## config.mk

```make
export PLATFORM = sky130hd
export DESIGN_NAME = rll_key_loader
export DESIGN_NICKNAME = d
export VERILOG_FILES = /design/src/rtl/rll_key_loader.sv
export SDC_FILE = /design/constraint.sdc
export NUM_CORES = 1
export LEC_CHECK = 0
export ABC_CLOCK_PERIOD_IN_PS = 4800
export CAP_MARGIN = 20
export CORE_UTILIZATION = 59
export CTS_CLUSTER_DIAMETER = 60
export DETAILED_ROUTE_END_ITERATION = 7
export GPL_TIMING_DRIVEN = 1
export MAX_ROUTING_LAYER = met4
export PLACE_DENSITY = 0.81
export SYNTH_ARGS = -nofsm -noshare
export SYNTH_HDL_FRONTEND = slang
export SYNTH_SLANG_ARGS = --single-unit
```

## constraint.sdc

```tcl
create_clock -name clk -period 4.8 [get_ports clk]
set_input_delay 0.48 -clock clk [delete_from_list [all_inputs] [get_ports clk]]
set_output_delay 0.48 -clock clk [all_outputs]
set_load 0.01 [all_outputs]
```

## src/rtl/rll_key_loader.sv

```systemverilog
`default_nettype none
// ============================================================================
//  Module      : rll_key_loader
//  Description : Fetches the RLL key for a locked netlist as CHUNK_W-bit beats
//                over a valid/ready stream, verifies an XOR checksum beat and
//                commits the key only as a complete, verified word. Retries a
//                failed load and latches a sticky fault after MAX_RETRY
//                failed attempts.
//  Revision    : 1.0 - initial release
// ============================================================================
module rll_key_loader #(
    parameter int KEY_W     = 16,
    parameter int CHUNK_W   = 4,
    parameter int MAX_RETRY = 3,
    parameter int TIMEOUT   = 64
) (
    input  logic               clk,
    input  logic               rst_n,
    input  logic               start_i,
    output logic               kd_req_o,
    input  logic               kd_valid_i,
    input  logic [CHUNK_W-1:0] kd_data_i,
    output logic               kd_ready_o,
    output logic [KEY_W-1:0]   key_out_o,
    output logic               key_valid_o,
    output logic               busy_o,
    output logic               fault_o,
    output logic [3:0]         retry_cnt_o
);

    // Number of data beats per key; a checksum beat follows them.
    localparam int c_NBEAT  = KEY_W / CHUNK_W;
    // Beat index width; at least one bit so a single-beat key still elaborates.
    localparam int c_BEAT_W = (c_NBEAT > 1) ? $clog2(c_NBEAT) : 1;
    // Idle timer only ever reaches TIMEOUT-1 before the load is abandoned.
    localparam int c_TMR_W  = $clog2(TIMEOUT);

    typedef enum logic [2:0] {
        S_IDLE  = 3'd0,
        S_REQ   = 3'd1,
        S_LOAD  = 3'd2,
        S_CHECK = 3'd3,
        S_FAIL  = 3'd4,
        S_ARMED = 3'd5,
        S_FAULT = 3'd6
    } state_t;

    state_t               state_q,     state_d;
    logic [KEY_W-1:0]     shadow_q,    shadow_d;
    logic [c_BEAT_W-1:0]  beat_q,      beat_d;
    logic [CHUNK_W-1:0]   xor_q,       xor_d;
    logic [c_TMR_W-1:0]   timer_q,     timer_d;
    logic [KEY_W-1:0]     key_q,       key_d;
    logic                 key_valid_q, key_valid_d;
    logic [3:0]           retry_q,     retry_d;

    logic                 w_ready;
    logic                 w_xfer;
    logic                 w_timeout;
    logic                 w_last_beat;
    logic [3:0]           w_retry_inc;

    // The stream is only open while a key is actually being collected.
    assign w_ready     = (state_q == S_LOAD) || (state_q == S_CHECK);
    assign w_xfer      = kd_valid_i && w_ready;
    assign w_timeout   = (timer_q == c_TMR_W'(TIMEOUT - 1));
    assign w_last_beat = (beat_q == c_BEAT_W'(c_NBEAT - 1));
    assign w_retry_inc = retry_q + 4'd1;

    // Next-state and datapath decisions; every register holds by default.
    always_comb begin
        state_d     = state_q;
        shadow_d    = shadow_q;
        beat_d      = beat_q;
        xor_d       = xor_q;
        timer_d     = timer_q;
        key_d       = key_q;
        key_valid_d = key_valid_q;
        retry_d     = retry_q;

        case (state_q)
            S_IDLE: begin
                if (start_i) begin
                    retry_d = 4'd0;
                    state_d = S_REQ;
                end
            end

            S_REQ: begin
                // Fresh attempt: nothing from a previous try may leak into it.
                shadow_d = '0;
                beat_d   = '0;
                xor_d    = '0;
                timer_d  = '0;
                state_d  = S_LOAD;
            end

            S_LOAD: begin
                if (w_xfer) begin
                    // MSB chunk arrives first; constant-base selects per beat.
                    for (int b = 0; b < c_NBEAT; b++) begin
                        if (beat_q == c_BEAT_W'(b)) begin
                            shadow_d[KEY_W-1-CHUNK_W*b -: CHUNK_W] = kd_data_i;
                        end
                    end
                    xor_d   = xor_q ^ kd_data_i;
                    beat_d  = beat_q + 1'b1;
                    timer_d = '0;
                    if (w_last_beat) begin
                        state_d = S_CHECK;
                    end
                end else if (w_timeout) begin
                    state_d = S_FAIL;
                end else begin
                    timer_d = timer_q + 1'b1;
                end
            end

            S_CHECK: begin
                if (w_xfer) begin
                    timer_d = '0;
                    if (kd_data_i == xor_q) begin
                        // Shadow and valid flag move together so the netlist
                        // never sees a key that is not verified.
                        key_d       = shadow_q;
                        key_valid_d = 1'b1;
                        state_d     = S_ARMED;
                    end else begin
                        state_d = S_FAIL;
                    end
                end else if (w_timeout) begin
                    state_d = S_FAIL;
                end else begin
                    timer_d = timer_q + 1'b1;
                end
            end

            S_FAIL: begin
                retry_d = w_retry_inc;
                if (w_retry_inc == 4'(MAX_RETRY)) begin
                    key_d       = '0;
                    key_valid_d = 1'b0;
                    state_d     = S_FAULT;
                end else begin
                    state_d = S_REQ;
                end
            end

            S_ARMED: begin
                if (start_i) begin
                    // Old key stays on key_out but is no longer vouched for.
                    key_valid_d = 1'b0;
                    retry_d     = 4'd0;
                    state_d     = S_REQ;
                end
            end

            S_FAULT: begin
                key_d       = '0;
                key_valid_d = 1'b0;
            end

            default: begin
                state_d = S_IDLE;
            end
        endcase
    end

    // State register; reset abandons any load in progress immediately.
    always_ff @(posedge clk or negedge rst_n) begin
        if (!rst_n) begin
            state_q <= S_IDLE;
        end else begin
            state_q <= state_d;
        end
    end

    // Datapath registers: shadow key, beat/xor/timer bookkeeping, committed key.
    always_ff @(posedge clk or negedge rst_n) begin
        if (!rst_n) begin
            shadow_q    <= '0;
            beat_q      <= '0;
            xor_q       <= '0;
            timer_q     <= '0;
            key_q       <= '0;
            key_valid_q <= 1'b0;
            retry_q     <= 4'd0;
        end else begin
            shadow_q    <= shadow_d;
            beat_q      <= beat_d;
            xor_q       <= xor_d;
            timer_q     <= timer_d;
            key_q       <= key_d;
            key_valid_q <= key_valid_d;
            retry_q     <= retry_d;
        end
    end

    assign kd_req_o    = (state_q == S_REQ);
    assign kd_ready_o  = w_ready;
    assign busy_o      = (state_q == S_REQ) || w_ready;
    assign fault_o     = (state_q == S_FAULT);
    assign key_out_o   = key_q;
    assign key_valid_o = key_valid_q;
    assign retry_cnt_o = retry_q;

endmodule
`default_nettype wire

```

=== Word level (Yosys, flattened, before mapping) ===
Cells that the tools add are included.

* Flip-flop bits (word level): 52
* Bits in latches: 0
* RAM bits: 0
* Memory bits (read-only): 0
* Input port bits: 8
* Output and inout port bits: 25
* Logic and storage cells: 94
* Memories kept: 0

* Add/sub/neg operators: 3
* Multipliers: 0
* Divide/modulo/power cells: 0
* $lt $le $gt $ge: 0
* Equality and inequality tests: 24
* Shift operators: 0
* Muxes and demuxes: 32
* Bitwise operators: 2
* Reductions and logical operators: 22

{| class="wikitable"
|+ Operator list
! cell !! count
|-
| two-way mux 16 bit || 4
|-
| one-hot mux 16 bit (3 select lines) || 1
|-
| one-hot mux 16 bit (2 select lines) || 1
|-
| two-way mux 4 bit || 6
|-
| two-way mux 3 bit || 6
|-
| one-hot mux 3 bit (6 select lines) || 1
|-
| one-hot mux 4 bit (2 select lines) || 2
|-
| AND reduction 3 bit || 5
|-
| two-way mux 6 bit || 2
|-
| one-hot mux 6 bit (2 select lines) || 1
|-
| != test 2 x 1 -> 1 bit (second input constant) || 5
|-
| != test 2 bit (second input constant) || 5
|-
| equality test 3 bit (second input constant) || 3
|-
| adder 6 x 1 -> 6 bit (second input constant) || 1
|-
| equality test 3 x 2 -> 1 bit (second input constant) || 2
|-
| equality test 6 bit (second input constant) || 1
|-
| != test 3 bit (second input constant) || 2
|-
| AND reduction 2 bit || 3
|-
| nonzero test 2 bit || 3
|-
| two-way mux 1 bit || 5
|-
| AND reduction 5 bit || 1
|-
| adder 4 x 1 -> 4 bit (second input constant) || 1
|-
| equality test 2 bit (second input constant) || 2
|-
| equality test 4 x 2 -> 1 bit (second input constant) || 1
|-
| other kinds (17) || 19
|}

=== Longest topological paths before layout ===
* Depth after elaboration: 5
* Depth in mapped cells: 9
* Gate-level depth less buffers: 7

=== Worst setup path after synthesis ===
Ideal clock, no wire load.

* Path type: register to register
* Start point: register retry_q[0], in the netlist retry_cnt_o[0]
* End point: register key_q[10], in the netlist key_out_o[10]
* Setup time: 0.076 ns
* Arrival time: 2.121 ns
* Required time: 4.724 ns
* Setup slack: 2.603 ns
* Cell stages (with the launch flop): 9
* Buffers on the path: 2
* Clock period less this slack: 2.197 ns
* Path through: dfrtp_1 ha_1 or4b_4 o31ai_4 o32ai_4 or2_0 buf_2 buf_6 o21ai_1

* Longest elaborated chain between the ends: 4

{| class="wikitable"
|+ Ends and longest elaborated chain
! what !! RTL line !! RTL
|-
| start, declared || 55 || <nowiki>logic [3:0] retry_q, retry_d;</nowiki>
|-
| start signal, assigned || 195 || <nowiki>retry_q <= retry_d;</nowiki>
|-
| adder 4 x 1 -> 4 bit || 68 || <nowiki>assign w_retry_inc = retry_q + 4'd1;</nowiki>
|-
| equality test 4 x 2 -> 1 bit || 140 || <nowiki>if (w_retry_inc == 4'(MAX_RETRY)) begin</nowiki>
|-
| != test 2 bit (no source line) || -- ||
|-
| AND reduction 4 bit (no source line) || -- ||
|-
| end signal, assigned || 193 || <nowiki>key_q <= key_d;</nowiki>
|-
| end, declared || 53 || <nowiki>logic [KEY_W-1:0] key_q, key_d;</nowiki>
|}

No other way between the ends.
A chain may end at the register's enable or synchronous reset.

=== Worst setup path in the final report ===
* Start point: register state_q[0]
* End point: register key_q[15], in the netlist key_out_o[15]

* Longest elaborated chain between the ends: 5
* Elaborated cells between the ends (all ways): 12
* Classes of those cells: 7 x eq/ne; 1 x mux; 4 x reduce/logical

{| class="wikitable"
|+ Ends and longest elaborated chain
! what !! RTL line !! RTL
|-
| start, declared || 48 || <nowiki>state_t state_q, state_d;</nowiki>
|-
| start signal, assigned || 174 || <nowiki>state_q <= state_d;</nowiki>
|-
| equality test 3 x 2 -> 1 bit (on tied branches) || 64, 81 ||
|-
| logical OR 1 bit || 64 || <nowiki>assign w_ready = (state_q == S_LOAD) || (state_q == S_CHECK);</nowiki>
|-
| logical AND 1 bit || 65 || <nowiki>assign w_xfer = kd_valid_i && w_ready;</nowiki>
|-
| != test 2 bit (no source line) || -- ||
|-
| AND reduction 4 bit (no source line) || -- ||
|}

Parallel ways exist; a longest one is shown, timed or not.

==> load_flow_metrics.sql <==
INSERT INTO impl_metrics (metric_group, metric, value, unit) VALUES
('setup_path', 'worstPathCellList', 'inv_1, nand2_1, o21a_1, or2_0, o21ai_0', ''),
('timing', 'final.setup_skew', '0.0135', 'ns'),
('global_route', 'global_route.overflow_total', '0', ''),
('yosys', 'yosysWarningCount', '0', ''),
('setup_path', 'path_max_fanout', '22', ''),
('setup_path', 'critPathMaxStageDelay', '0.71', 'ns'),
('routing', 'drt_iter0_markers', '182', ''),
('floorplan', 'floorplan.rows', '23', ''),
('worst_hold_path', 'hp-class', 'input port to async pin', ''),
('clock_network', 'cts-htree-levels', '2', ''),
('global_route', 'grt_pass1_wl', '8.97', 'mm'),
('routing', 'antenna_violating_nets_post_route', '0', ''),
('setup_path', 'worst-setup-path-type', 'flip-flop to flip-flop', ''),
('timing', 'worst-slew-pin-transition', '0.828', 'ns'),
('placement', 'postPlaceCellArea', '2910', 'um^2'),
('timing', 'finalHoldViolCount', '0', ''),
('flow_run', 'max_cap_viol_count', '0', ''),
('global_route', 'grt_pass1_vias', '1886', ''),
('timing', 'worst_slew_margin_rel', '44.8', '%'),
('floorplan', 'dieHeight', '68', 'um'),
('yosys', 'post_synth_main_area_contributors', 'sky130_fd_sc_hd__dfrtp_1 51%, sky130_fd_sc_hd__o21ai_0 8.2%, sky130_fd_sc_hd__nand2_1 5.7%', ''),
('yosys', 'synth_fp_nets', '279', ''),
('setup_path', 'worst_ep_required_time', '4.96', 'ns'),
('cells_and_area', 'drive_above_1_share', '7.74', '%'),
('floorplan', 'die_ar', '4620', 'um^2'),
('timing', 'setup_violations', '0', ''),
('global_route', 'grt_usage', '27.6', '%'),
('routing', 'post_drt_via_cell_ratio', '5.92', ''),
('yosys', 'syn_area_cell', '9.73', 'um^2'),
('power_and_ir_drop', 'ir_worst_vdd', '316', 'uV'),
('cells_and_area', 'mostFrequentLayoutCells', '52 x sky130_fd_sc_hd__dfrtp_1, 42 x sky130_fd_sc_hd__o21ai_0, 39 x sky130_fd_sc_hd__nand2_1', ''),
('cells_and_area', 'post-route-util', '73.6', '%'),
('floorplan', 'area_of_the_core', '4090', 'um^2'),
('routing', 'route.detailed.wl_per_inst', '15.9', 'um'),
('setup_path', 'worst_path_max_delay_cell', 'sky130_fd_sc_hd__or2_0', ''),
('status', 'run_status', 'completed', ''),
('yosys', 'synthesis.area', '2570', 'um^2'),
('cells_and_area', 'final_cell_area', '3010', 'um^2'),
('clock_network', 'clock_tree_from_tritoncts', 'built', ''),
('timing', 'post-route-period-util', '64.1', '%'),
('clock_network', 'cts_resized', '0', ''),
('routing', 'wirelength', '5.51', 'mm'),
('clock_network', 'clk-insertion-delay-late', '0.32', 'ns'),
('timing', 'fin_setup_tns', '0', 'ns'),
('yosys', 'postSynthRegisterBits', '52', ''),
('yosys', 'synthDominantCellAreaShare', '50.6', '%'),
('cells_and_area', 'finish.net_count', '311', ''),
('clock_network', 'clock_path_buffers', '2', ''),
('global_route', 'antenna_found_initial', '0', ''),
('placement', 'hpwlAfterDp', '3.92', 'mm'),
('yosys', 'synth_sequential_area_ratio', '50.6', '%'),
('cells_and_area', 'most_common_cell_after_layout_fill_and_taps_aside', 'sky130_fd_sc_hd__dfrtp_1', ''),
('setup_path', 'cp_buf_inv_count', '1', ''),
('floorplan', 'floorplan.die.width', '68', 'um'),
('setup_path', 'critPathLaunchType', 'flip-flop', ''),
('timing', 'post-route-min-period', '3.08', 'ns'),
('clock_network', 'cts-buffers-inserted', '5', ''),
('floorplan', 'io_pins', '33', ''),
('clock_network', 'post-cts-setup-buffers', '0', ''),
('cells_and_area', 'insertedDiodeCount', '0', ''),
('clock_network', 'clkSinkCount', '52', ''),
('timing', 'drv_slew', '0', ''),
('clock_network', 'worst_setup_hold_path_clk_slew', '0.10', 'ns'),
('global_route', 'grt_start_max_net_pins', '53', ''),
('cells_and_area', 'areaGrowthSynthToFinish', '17.0', '%'),
('placement', 'finalWeightedCongestion', '0.902', ''),
('yosys', 'post_synth_inst_count', '264', ''),
('power_and_ir_drop', 'static-leakage-power', '1.32', 'nW'),
('setup_path', 'critPathCaptureType', 'flip-flop', ''),
('placement', 'placement.io_buffers', '32', ''),
('floorplan', 'initial_utilization', '62.9', '%');
## metal layers
| layer | vias up | part of all wire (%) | global-route usage, % |
|---|---|---|---|
| met5 | - | 0 | - |
| met4 | 0 | 1.2 | 9.38 |
| met3 | 7 | 4.5 | 5.83 |
| met2 | 59 | 49 | 43.0 |
| met1 | 997 | 45 | 35.6 |
| li1 | 991 | - | - |
## final timing paths
path | end | cells past startpoint | slack (ns) | from
setup / recovery | key_out_o[15]$_DFFE_PN0P_ | 5 | 1.72 | state_q[0]$_DFFE_PN0P_
hold / removal | shadow_q[6]$_DFFE_PN0P_ | 2 | 0.27 | rst_n
setup reg to reg | key_out_o[15]$_DFFE_PN0P_ | 5 | 1.72 | state_q[0]$_DFFE_PN0P_
hold reg to reg | shadow_q[0]$_DFFE_PN0P_ | 1 | 0.51 | shadow_q[0]$_DFFE_PN0P_
max in group asynchronous | xor_q[0]$_DFFE_PN0P_ | 2 | 4.13 | rst_n
min in group clk | shadow_q[0]$_DFFE_PN0P_ | 1 | 0.51 | shadow_q[0]$_DFFE_PN0P_
## cells in the mapped netlist
| master | n |
|---|---|
| sky130_fd_sc_hd__buf_2 | 2 |
| sky130_fd_sc_hd__ha_1 | 7 |
| sky130_fd_sc_hd__nor2_1 | 15 |
| sky130_fd_sc_hd__or4b_4 | 1 |
| sky130_fd_sc_hd__o22ai_1 | 2 |
| sky130_fd_sc_hd__a21boi_0 | 2 |
| sky130_fd_sc_hd__a22oi_1 | 1 |
| sky130_fd_sc_hd__nand2b_1 | 2 |
| sky130_fd_sc_hd__o21ai_1 | 10 |
| sky130_fd_sc_hd__and2_1 | 7 |
| sky130_fd_sc_hd__and3_1 | 1 |
| sky130_fd_sc_hd__xor2_1 | 7 |
| sky130_fd_sc_hd__o32ai_4 | 1 |
| sky130_fd_sc_hd__a31oi_1 | 2 |
| sky130_fd_sc_hd__and3b_1 | 1 |
| sky130_fd_sc_hd__or2_0 | 1 |
| sky130_fd_sc_hd__nand3_1 | 5 |
| sky130_fd_sc_hd__o21ai_0 | 42 |
| sky130_fd_sc_hd__dfrtp_1 | 52 |
| sky130_fd_sc_hd__a22o_1 | 8 |
| sky130_fd_sc_hd__a211o_1 | 1 |
| sky130_fd_sc_hd__a221oi_1 | 2 |
| sky130_fd_sc_hd__nand2_1 | 39 |
| sky130_fd_sc_hd__buf_6 | 1 |
| sky130_fd_sc_hd__nand4_1 | 2 |
| sky130_fd_sc_hd__o21a_1 | 1 |
| sky130_fd_sc_hd__nor4_1 | 1 |
| sky130_fd_sc_hd__nor3_1 | 2 |
| sky130_fd_sc_hd__o21bai_1 | 1 |
| sky130_fd_sc_hd__inv_1 | 10 |
| sky130_fd_sc_hd__and4_1 | 1 |
| sky130_fd_sc_hd__a211oi_1 | 1 |
| sky130_fd_sc_hd__nor4_2 | 1 |
| sky130_fd_sc_hd__mux2_2 | 8 |
| sky130_fd_sc_hd__nor2b_1 | 1 |
| sky130_fd_sc_hd__o31ai_4 | 1 |
| sky130_fd_sc_hd__xnor2_1 | 2 |
| sky130_fd_sc_hd__a21o_1 | 1 |
| sky130_fd_sc_hd__nand3b_1 | 1 |
| sky130_fd_sc_hd__o31ai_1 | 2 |
| sky130_fd_sc_hd__a21oi_1 | 10 |
| sky130_fd_sc_hd__clkbuf_1 | 6 |
## worst register-to-register path, stage by stage (launching register included)
cell	delay (ns)
sky130_fd_sc_hd__dfrtp_1	0.60
sky130_fd_sc_hd__inv_1	0.22
sky130_fd_sc_hd__nand2_1	0.63
sky130_fd_sc_hd__o21a_1	0.53
sky130_fd_sc_hd__or2_0	0.72
sky130_fd_sc_hd__o21ai_0	0.24
## through the flow
stage	std cells	hold slack, ns	setup slack (ns)	power (W)
3_5_place_dp	338	0.482	1.70	0.00151
4_1_cts	346	0.287	1.76	0.00176
3_3_place_gp	338	0.484	1.84	0.00147
5_1_grt	347	0.335	1.40	0.00188
6_report	347	0.266	1.72	0.00176
2_1_floorplan	264	0.184	2.60	0.00121
## state kept, by name (all words and copies together), names as in the netlist
signal       count
retry_cnt_o      4
key_valid_o      1
state_q          3
key_out_o       16
shadow_q        16
timer_q          6
beat_q           2
xor_q            4
## report_power, final
part	internal [W]	leakage [nW]	switching (W)
Sequential	0.000582	0.696	0.000135
Combinational	0.000345	0.581	0.000441
Clock	0.000104	0.0445	0.000150
## final cells by class
class                      count  area [um^2]
clock buffer                   5         68.8
clock inverter                 3         21.3
fill                         334         1080
inverter                      10         37.5
multi-input combinational    193         1190
sequential                    52         1300
tap                           50         62.6
timing repair buffer          34          328
## kinds of logic after synthesis
kind of cell    after synthesis  synth area share (%)
mux                           8                  3.51
xor+xnor                      9                  3.07
fa+ha+maj                     7                  3.41
flops                        52                  50.6
simple gates                 81                  14.9
buf+inv                      19                  3.16
compound gates               88                  21.3
Note: power is estimated with default switching activity, not from simulation.
